$ cat src/rtl/multiplicador_param.sv
// -----------------------------------------------------------------------------
// multiplicador_param
//   Sequential shift-add multiplier with optional two's-complement operands.
//   The multiplier uses the operand magnitudes and fixes the sign at the end.
//   An accepted init produces a result a fixed WIDTH+1 cycles later.
//
// Parameters
//   WIDTH      operand width in bits (2..32)
//
// Ports
//   clk        clock, rising edge active
//   rst        asynchronous active-high reset
//   init       start request; accepted in IDLE or DONE only
//   sign_mode  0 = unsigned operands, 1 = two's-complement operands
//   MR         multiplier operand
//   MD         multiplicand operand
//   pp         product register (2*WIDTH bits), valid while done is high
//   done       result valid, held until the next accepted init or reset
//   busy       operation in progress (RUN and FIX states)
// -----------------------------------------------------------------------------
module multiplicador_param #(
    parameter int WIDTH = 4
) (
    input  logic                 clk,
    input  logic                 rst,
    input  logic                 init,
    input  logic                 sign_mode,
    input  logic [WIDTH-1:0]     MR,
    input  logic [WIDTH-1:0]     MD,
    output logic [2*WIDTH-1:0]   pp,
    output logic                 done,
    output logic                 busy
);

    // Counter must be able to hold the value WIDTH itself.
    localparam int CW = $clog2(WIDTH + 1);

    typedef enum logic [1:0] {
        IDLE,
        RUN,
        FIX,
        DONE
    } state_t;

    state_t               state_q, state_d;
    logic [2*WIDTH-1:0]   pp_q,    pp_d;
    logic [2*WIDTH-1:0]   a_q,     a_d;
    logic [WIDTH-1:0]     b_q,     b_d;
    logic [CW-1:0]        cnt_q,   cnt_d;
    logic                 sign_q,  sign_d;
    logic                 done_q,  done_d;
    logic                 busy_q,  busy_d;

    logic [WIDTH-1:0]     mr_mag;
    logic [WIDTH-1:0]     md_mag;

    // Negating the most-negative value wraps back to itself, which read as
    // unsigned is exactly 2^(WIDTH-1): the correct magnitude.
    assign mr_mag = (sign_mode && MR[WIDTH-1]) ? -MR : MR;
    assign md_mag = (sign_mode && MD[WIDTH-1]) ? -MD : MD;

    always_comb begin
        // NOTE: every _d signal gets a hold default before the case so that no
        // path leaves it unassigned, which would otherwise infer a latch.
        state_d = state_q;
        pp_d    = pp_q;
        a_d     = a_q;
        b_d     = b_q;
        cnt_d   = cnt_q;
        sign_d  = sign_q;
        done_d  = done_q;
        busy_d  = busy_q;

        case (state_q)
            IDLE, DONE: begin
                if (init) begin
                    a_d     = {{WIDTH{1'b0}}, md_mag};
                    b_d     = mr_mag;
                    sign_d  = sign_mode & (MR[WIDTH-1] ^ MD[WIDTH-1]);
                    pp_d    = '0;
                    done_d  = 1'b0;
                    busy_d  = 1'b1;
                    cnt_d   = CW'(WIDTH);
                    state_d = RUN;
                end
            end

            RUN: begin
                // Fixed WIDTH iterations; no early exit even when B runs out
                // of set bits, so latency never depends on operand values.
                if (b_q[0]) begin
                    pp_d = pp_q + a_q;
                end
                a_d   = a_q << 1;
                b_d   = b_q >> 1;
                cnt_d = cnt_q - CW'(1);
                if (cnt_q == CW'(1)) begin
                    state_d = FIX;
                end
            end

            FIX: begin
                // Negating zero yields zero, so no negative-zero case exists.
                if (sign_q) begin
                    pp_d = -pp_q;
                end
                busy_d  = 1'b0;
                done_d  = 1'b1;
                state_d = DONE;
            end

            default: begin
                state_d = IDLE;
            end
        endcase
    end

    // NOTE: sequential state is updated with non-blocking assignments so all
    // flops sample their _d values from the same edge.
    always_ff @(posedge clk or posedge rst) begin
        if (rst) begin
            state_q <= IDLE;
            pp_q    <= '0;
            a_q     <= '0;
            b_q     <= '0;
            cnt_q   <= '0;
            sign_q  <= 1'b0;
            done_q  <= 1'b0;
            busy_q  <= 1'b0;
        end else begin
            state_q <= state_d;
            pp_q    <= pp_d;
            a_q     <= a_d;
            b_q     <= b_d;
            cnt_q   <= cnt_d;
            sign_q  <= sign_d;
            done_q  <= done_d;
            busy_q  <= busy_d;
        end
    end

    assign pp   = pp_q;
    assign done = done_q;
    assign busy = busy_q;

endmodule

$ cat config.mk
export PLATFORM = sky130hd
export DESIGN_NAME = multiplicador_param
export DESIGN_NICKNAME = d
export VERILOG_FILES = /design/src/rtl/multiplicador_param.sv
export SDC_FILE = /design/constraint.sdc
export NUM_CORES = 1
export LEC_CHECK = 0
export CORE_MARGIN = 5
export CORE_UTILIZATION = 50
export CTS_CLUSTER_SIZE = 10
export DETAILED_ROUTE_END_ITERATION = 12
export GPL_TIMING_DRIVEN = 0
export PLACE_DENSITY = 0.73
export SLEW_MARGIN = 20
export SYNTH_ARGS = -nofsm -noshare
export SYNTH_HDL_FRONTEND = slang
export SYNTH_SLANG_ARGS = --single-unit
$ cat constraint.sdc
create_clock -name clk -period 2.8 [get_ports clk]
set_input_delay 0.56 -clock clk [delete_from_list [all_inputs] [get_ports clk]]
set_output_delay 0.56 -clock clk [all_outputs]
set_load 0.005 [all_outputs]
==> results by group, run 1 <==
Synth
  • Main synth FF type: dfrtp_1
  • Syn_area_per_cell: ~8.8 um^2
  • Post-synth ARST share: 1.00
  • Seq/Total Area, Yosys: 0.385
  • Area leader, netlist: dfrtp_1
  • Synth Register Bits: 28
  • Yosys warning count: 0
  • Post-Syn Nets: around 240
  • Mapped Area: 1820 um^2
  • Number of synthesized flops with an enable pin: 0
  • Mapped Cells: 207
  • Cell variety after synth: 42
  • Most frequent cell after synthesis: dfrtp_1
  • Synth top area share: 0.385
  • Synth cell count leaders: dfrtp_1 (28), inv_1 (17), a21oi_1 (16), nor2_1 (16), o21ai_0 (16)
  • Largest cells by area after synthesis: dfrtp_1 (38%), ha_1 (10%), a21oi_1 (4.4%)

Power
  • Sw Share: 0.455
  • Clock share of power: 0.126
  • Switching power: 1170 uW
  • Pwr dens: 1190 nW/um^2
  • Max VDD drop: 436 uV
  • Leak: ~0.00096 uW
  • Sequential share of power: 0.295
  • Logic pwr share: 0.579
  • Power Internal: 1400 uW

Setup path
  • FF-to-FF End: pp[7]$_DFFE_PP0P_
  • Worst r2r path cells: 8
  • Worst R2R Start: state_q[0]$_DFFE_PP0P_
  • Crit path DAT: 2.45 ns
  • Crit Path Category: in2reg
  • Setup crit end kind: flop
  • Worst EP required: 2.96 ns
  • Worst setup SP type: primary input
  • Crit Path Max Fanout: 10
  • R2R Setup Slk: 0.55 ns

STA
  • Max Freq: between 0.4 and 0.5 GHz
  • Fin crit share: 0.820
  • Sum Neg Setup Slack: 0 ns
  • Final min period: 2.29 ns
  • Final setup violation count: 0
  • Final hold violations: 0
  • Clock Skews: 0.00327 ns
  • Slew at the pin closest to its max-slew limit: 0.579 ns
  • Normalized max-slew margin: 0.614
  • RSZ-0062 raised after global routing: false
  • Final Max Slew Viols: 0
  • Worst hold slack: slightly above 0.5 ns

Worst hold path
  • Worst Hold Endpoint: sign_q$_DFFE_PP0P_
  • Hold_sp: sign_q$_DFFE_PP0P_
  • Hold Crit Depth: 2
  • Type of the tightest min-delay check: reg2reg

Layout
  • Share of cells above drive strength 1: 0.0302
  • Area Growth Syn to Fin: 18.8%
  • Nets: 261
  • Diodes inserted: 0
  • Fin area: about 2200 um^2
  • Fin util: 0.600

Routing
  • DR DRC count: 0
  • Detailed Routing Iterations Pass 1: 4
  • Total number of vias: 1625
  • Initial DRC Count: 76
  • Vias per cell: 5.80
  • Final WL: 4.06 mm
  • ANT nets after route: 0
  • Detail-routed net length per standard cell: roughly 14 um

Floorplan
  • Die Span Y: 70.3 um
  • Initial Util: 0.505
  • Die Area: just under 5000 um^2
  • Ports: 22
  • # rows: 22
  • Die Wd: roughly 70 um
  • Core area: 3610 um^2

Job
  • Max_cap viols: 0

CTS
  • CTS buffer count: 3
  • Worst skew pair latency: around 0.28 ns
  • Clock root buffer: clkbuf_8
  • Longest Clk Path Bufs: 2
  • Post-cts sizing count: 0
  • # H-tree levels: 1
  • CTS Sinks: 28
  • Worst-path clk slew: 0.10 ns
  • CTS tree: done
  • Hold buffers post-CTS: 0
  • Setup Buffers After CTS: 0

Placement
  • Post-placement cell area: 2090 um^2
  • HPWL after detailed placement: slightly below 3 mm
  • Port Buffers: 21
  • Placer Congestion: 0.805

Outcome
  • Status: completed

Global route
  • Via count of the first global-routing pass: 1491
  • Largest net degree at the start of global routing: 29
  • Global-route usage over all layers: 0.173
  • First-pass GRT wire length: 7.07 mm
  • GRT Residual Overflow: 0
  • Antenna violations before repair: 0
## sequential cells by signal, indices dropped and copies added (netlist names)
signal / count
a_q: 8
pp: 8
b_q: 4
cnt_q: 3
state_q: 2
busy: 1
done: 1
sign_q: 1
## layout make-up
cell class	count	area (um^2)
fillers	320	1440
well taps	48	60.1
inverters	18	67.6
flip-flops and latches	28	701
multi-input cells	155	1020
plain buffers	6	31.3
clock inverters	1	30.0
repair buffers	21	210
clock buffers	3	41.3
## layer usage
layer,up-vias,track usage,part of all wire
met2,36,0.291,0.49
li1,816,-,-
met1,769,0.235,0.46
met5,-,0,0
met4,0,0.0404,0.0091
met3,4,0.0245,0.041
## power groups by stage
stage | combinational (uW) | clock (uW) | sequential [uW]
finish | 1490 | 323 | 758
CTS | 1500 | 326 | 756
global route | 1690 | 345 | 791
floorplan | 1060 | 0 | 728
detailed placement | 1480 | 0 | 762
global placement | 1440 | 0 | 762
## how the worst max path moves through the flow
stage / start / end / slack (ns) / depth (start not counted)
after floorplan: state_q[0]$_DFFE_PP0P_ / pp[5]$_DFFE_PP0P_ / 0.83 / 7
after global placement: init / pp[7]$_DFFE_PP0P_ / 0.23 / 7
after detailed placement: init / pp[7]$_DFFE_PP0P_ / 0.22 / 7
after CTS: init / pp[7]$_DFFE_PP0P_ / 0.50 / 7
after global routing: init / pp[7]$_DFFE_PP0P_ / 0.42 / 7
final: init / pp[7]$_DFFE_PP0P_ / 0.51 / 7
## per-stage QoR
stage	worst slack, ns	std cells	power, uW
floorplan	0.827	207	1790
global placement	0.229	276	2210
detailed placement	0.221	276	2240
CTS	0.496	280	2580
global route	0.421	280	2830
finish	0.505	280	2570
## worst max-delay path, stage by stage
cell             delay (ns)
clkdlybuf4s50_1        0.62
nor2b_1                0.10
buf_6                  0.15
a211o_1                0.35
clkbuf_1               0.25
a211oi_1               0.32
o21ai_1                0.11
## layout by cell type (no fill, tap or decap), types with 3 or more instances in the layout
cell / n
ha_1: 15
or4_1: 4
nor2_1: 16
nand2_1: 15
nand3_1: 5
xnor2_1: 3
o22ai_1: 7
xor2_1: 4
o21ai_0: 16
clkdlybuf4s50_1: 21
a31oi_1: 3
clkbuf_8: 3
dfrtp_1: 28
a21oi_1: 16
inv_1: 16
nor2b_1: 3
o21ai_1: 6
clkbuf_1: 3
or3_1: 3
o31ai_1: 4
a211oi_1: 7
a22o_1: 5
## cells by family (layout without fill, tap and decap cells)
family | Yosys count | count (layout) | synth area share
buffers and inverters | 24 | 49 | 0.0543
multiplexers | 1 | 1 | 0.00550
adder cells (fa/ha/maj) | 16 | 16 | 0.114
AND/OR/NAND/NOR | 55 | 55 | 0.147
XOR/XNOR | 7 | 7 | 0.0337
AO/OA/AOI/OAI | 76 | 76 | 0.260
flip-flops | 28 | 28 | 0.385
(Power assumes the default switching activity.)
==> run 2: changes to the inputs <==
==> constraint.sdc (replaced) <==
create_clock -name clk -period 2.3 [get_ports clk]
set_input_delay 0.46 -clock clk [delete_from_list [all_inputs] [get_ports clk]]
set_output_delay 0.46 -clock clk [all_outputs]
set_load 0.005 [all_outputs]
==> run 2 against run 1 <==
Effect of this change: global-route usage unchanged; routed wire length up 0.37%; clock skew down 0.0021 ns; utilization up 0.14 points.
==> results by group, run 2 (same netlist as run 1, synthesis figures left out) <==
STA
  • Final Max Slew Viols: 0 (unchanged)
  • Slew at the pin closest to its max-slew limit: 0.582 ns (was 0.579 ns)
  • Fin crit share: 0.954
  • Clock Skews: 0.00122 ns (was 0.00327 ns)
  • RSZ-0062 raised after global routing: false (unchanged)
  • Final min period: ~2.2 ns
  • Normalized max-slew margin: 0.611 (was 0.614)
  • Final setup violation count: 0 (unchanged)
  • Max Freq: 0.456 GHz
  • Worst hold slack: 0.511 ns (was 0.506 ns)
  • Final hold violations: 0 (unchanged)

Outcome
  • Status: completed (unchanged)

Layout
  • Nets: 261 (unchanged)
  • Sequential Area: 701 um^2 (unchanged)
  • Most frequent cells in the layout: dfrtp_1 (28), clkdlybuf4s50_1 (21) (unchanged)
  • Diodes inserted: 0 (unchanged)
  • Multi-input logic area: 1020 um^2 (about the same)
  • FILL cells: 321 (was 320)
  • Fin cells: 280 (unchanged)
  • Share of cells above drive strength 1: 0.0388 (was 0.0302)
  • Commonest non-fill, non-tap cell in the layout: dfrtp_1 (unchanged)
  • Area Growth Syn to Fin: 19.0% (was 18.8%)

Job
  • Max_cap viols: 0 (unchanged)

Placement
  • Placed Cells: 276 (unchanged)
  • Placer Congestion: 0.805 (unchanged)
  • HPWL after detailed placement: 2.92 mm (unchanged)
  • Port Buffers: 21 (unchanged)

Setup path
  • Crit Path Max Fanout: 10 (unchanged)
  • Crit path DAT: 2.35 ns (was 2.45 ns)
  • Worst setup SP type: flop (was primary input)
  • Setup crit end kind: flop (unchanged)
  • Crit Path Category: reg2reg (was in2reg)
  • Worst EP required: 2.46 ns (was 2.96 ns)

Routing
  • Initial DRC Count: 81 (was 76)
  • Total number of vias: 1612 (was 1625)
  • Final WL: 4.07 mm (was 4.06 mm)
  • Detailed Routing Iterations Pass 1: 5 (was 4)
  • ANT nets after route: 0 (unchanged)
  • Vias per cell: 5.76 (was 5.80)
  • Detail-routed net length per standard cell: 14.6 um (was 14.5 um)
  • DR DRC count: 0 (unchanged)

CTS
  • Worst skew pair latency: 0.28 ns (about the same)
  • CTS tree: done (unchanged)
  • Clock root buffer: clkbuf_8 (unchanged)
  • # H-tree levels: 1 (unchanged)
  • CTS buffer count: 3 (unchanged)
  • Longest Clk Path Bufs: 2 (unchanged)
  • CTS Sinks: 28 (unchanged)
  • Worst-path clk slew: 0.10 ns (about the same)
  • Post-cts sizing count: 0 (unchanged)
  • Hold buffers post-CTS: 0 (unchanged)
  • Setup Buffers After CTS: 0 (unchanged)

Worst hold path
  • Type of the tightest min-delay check: reg2reg (unchanged)

Floorplan
  • Initial Util: 0.505 (unchanged)
  • Ports: 22 (unchanged)
  • Core area: 3610 um^2 (unchanged)
  • Die Wd: 70.3 um (unchanged)
  • Die Area: 4950 um^2 (unchanged)
  • Die Span Y: 70.3 um (unchanged)
  • # rows: 22 (unchanged)

Global route
  • Via count of the first global-routing pass: 1491 (unchanged)
  • GRT Residual Overflow: 0 (unchanged)
  • Largest net degree at the start of global routing: 29 (unchanged)
  • Antenna violations before repair: 0 (unchanged)
  • First-pass GRT wire length: 7.07 mm (unchanged)
  • Global-route usage over all layers: 0.173 (unchanged)

Power
  • Max VDD drop: 532 uV (was 436 uV)
  • Leak: 0.000963 uW (was 0.000958 uW)
  • PnR Total Power: 3150 uW (was 2570 uW)
  • Pwr dens: 1450 nW/um^2 (was 1190 nW/um^2)
-- run 2: path summary, 6_finish.rpt --
check                                  startpoint                     end  slack, ns  cells after the start
min reg2reg                    sign_q$_DFFE_PP0P_      sign_q$_DFFE_PP0P_       0.51                      2
min                            sign_q$_DFFE_PP0P_      sign_q$_DFFE_PP0P_       0.51                      2
max in group asynchronous                     rst      a_q[1]$_DFFE_PP0P_       1.36                      2
max                        state_q[0]$_DFFE_PP0P_       pp[7]$_DFFE_PP0P_       0.11                      8
min in group asynchronous                     rst  state_q[1]$_DFFE_PP0P_       0.56                      2
max reg2reg                state_q[0]$_DFFE_PP0P_       pp[7]$_DFFE_PP0P_       0.11                      8
-- run 2: through the flow --
| stage | setup TNS (ns) | utilization | setup WS (ns) | instance area [um^2] |
|---|---|---|---|---|
| after floorplan | 0 | - | 0.327 | 1820 |
| after detailed placement | -0.506 | 0.580 | -0.179 | 2090 |
| after global placement | -0.590 | 0.580 | -0.171 | 2090 |
| after global routing | 0 | 0.601 | 0.00545 | 2170 |
| final | 0 | 0.601 | 0.107 | 2170 |
| after CTS | 0 | 0.600 | 0.0355 | 2160 |
-- run 2: area by class of cell --
cell class,count,share of cell area
Tap cell,48,0.0277
Inverter,18,0.0312
Multi-Input combinational cell,155,0.473
Sequential cell,28,0.323
Buffer,6,0.0150
Clock buffer,3,0.0191
Timing Repair Buffer,21,0.0970
Clock inverter,1,0.0139
-- run 2: report_power, final --
| part | internal [uW] | switching (uW) | total (uW) | leakage (uW) |
|---|---|---|---|---|
| combinational | 774 | 1050 | 1830 | 0.000575 |
| clock | 233 | 161 | 395 | 0.0000357 |
| sequential | 706 | 216 | 923 | 0.000352 |
| total | 1710 | 1430 | 3150 | 0.000963 |
-- run 2: routing by layer --
| metal | vias up | wire [um] | GRT usage | share of wire |
|---|---|---|---|---|
| li1 | 815 | - | - | - |
| met1 | 762 | 1890 | 0.235 | 0.46 |
| met2 | 31 | 1990 | 0.291 | 0.49 |
| met3 | 4 | 157 | 0.0245 | 0.039 |
| met4 | 0 | 37 | 0.0404 | 0.0091 |
| met5 | - | 0 | 0 | 0 |
-- run 2: worst max-delay path, cell delays in order, from the launching register on --
cell	delay, ns
dfrtp_1	0.41
inv_1	0.06
ha_1	0.33
nor2b_1	0.15
buf_6	0.15
a211o_1	0.35
clkbuf_2	0.22
a211oi_1	0.30
o21ai_1	0.11
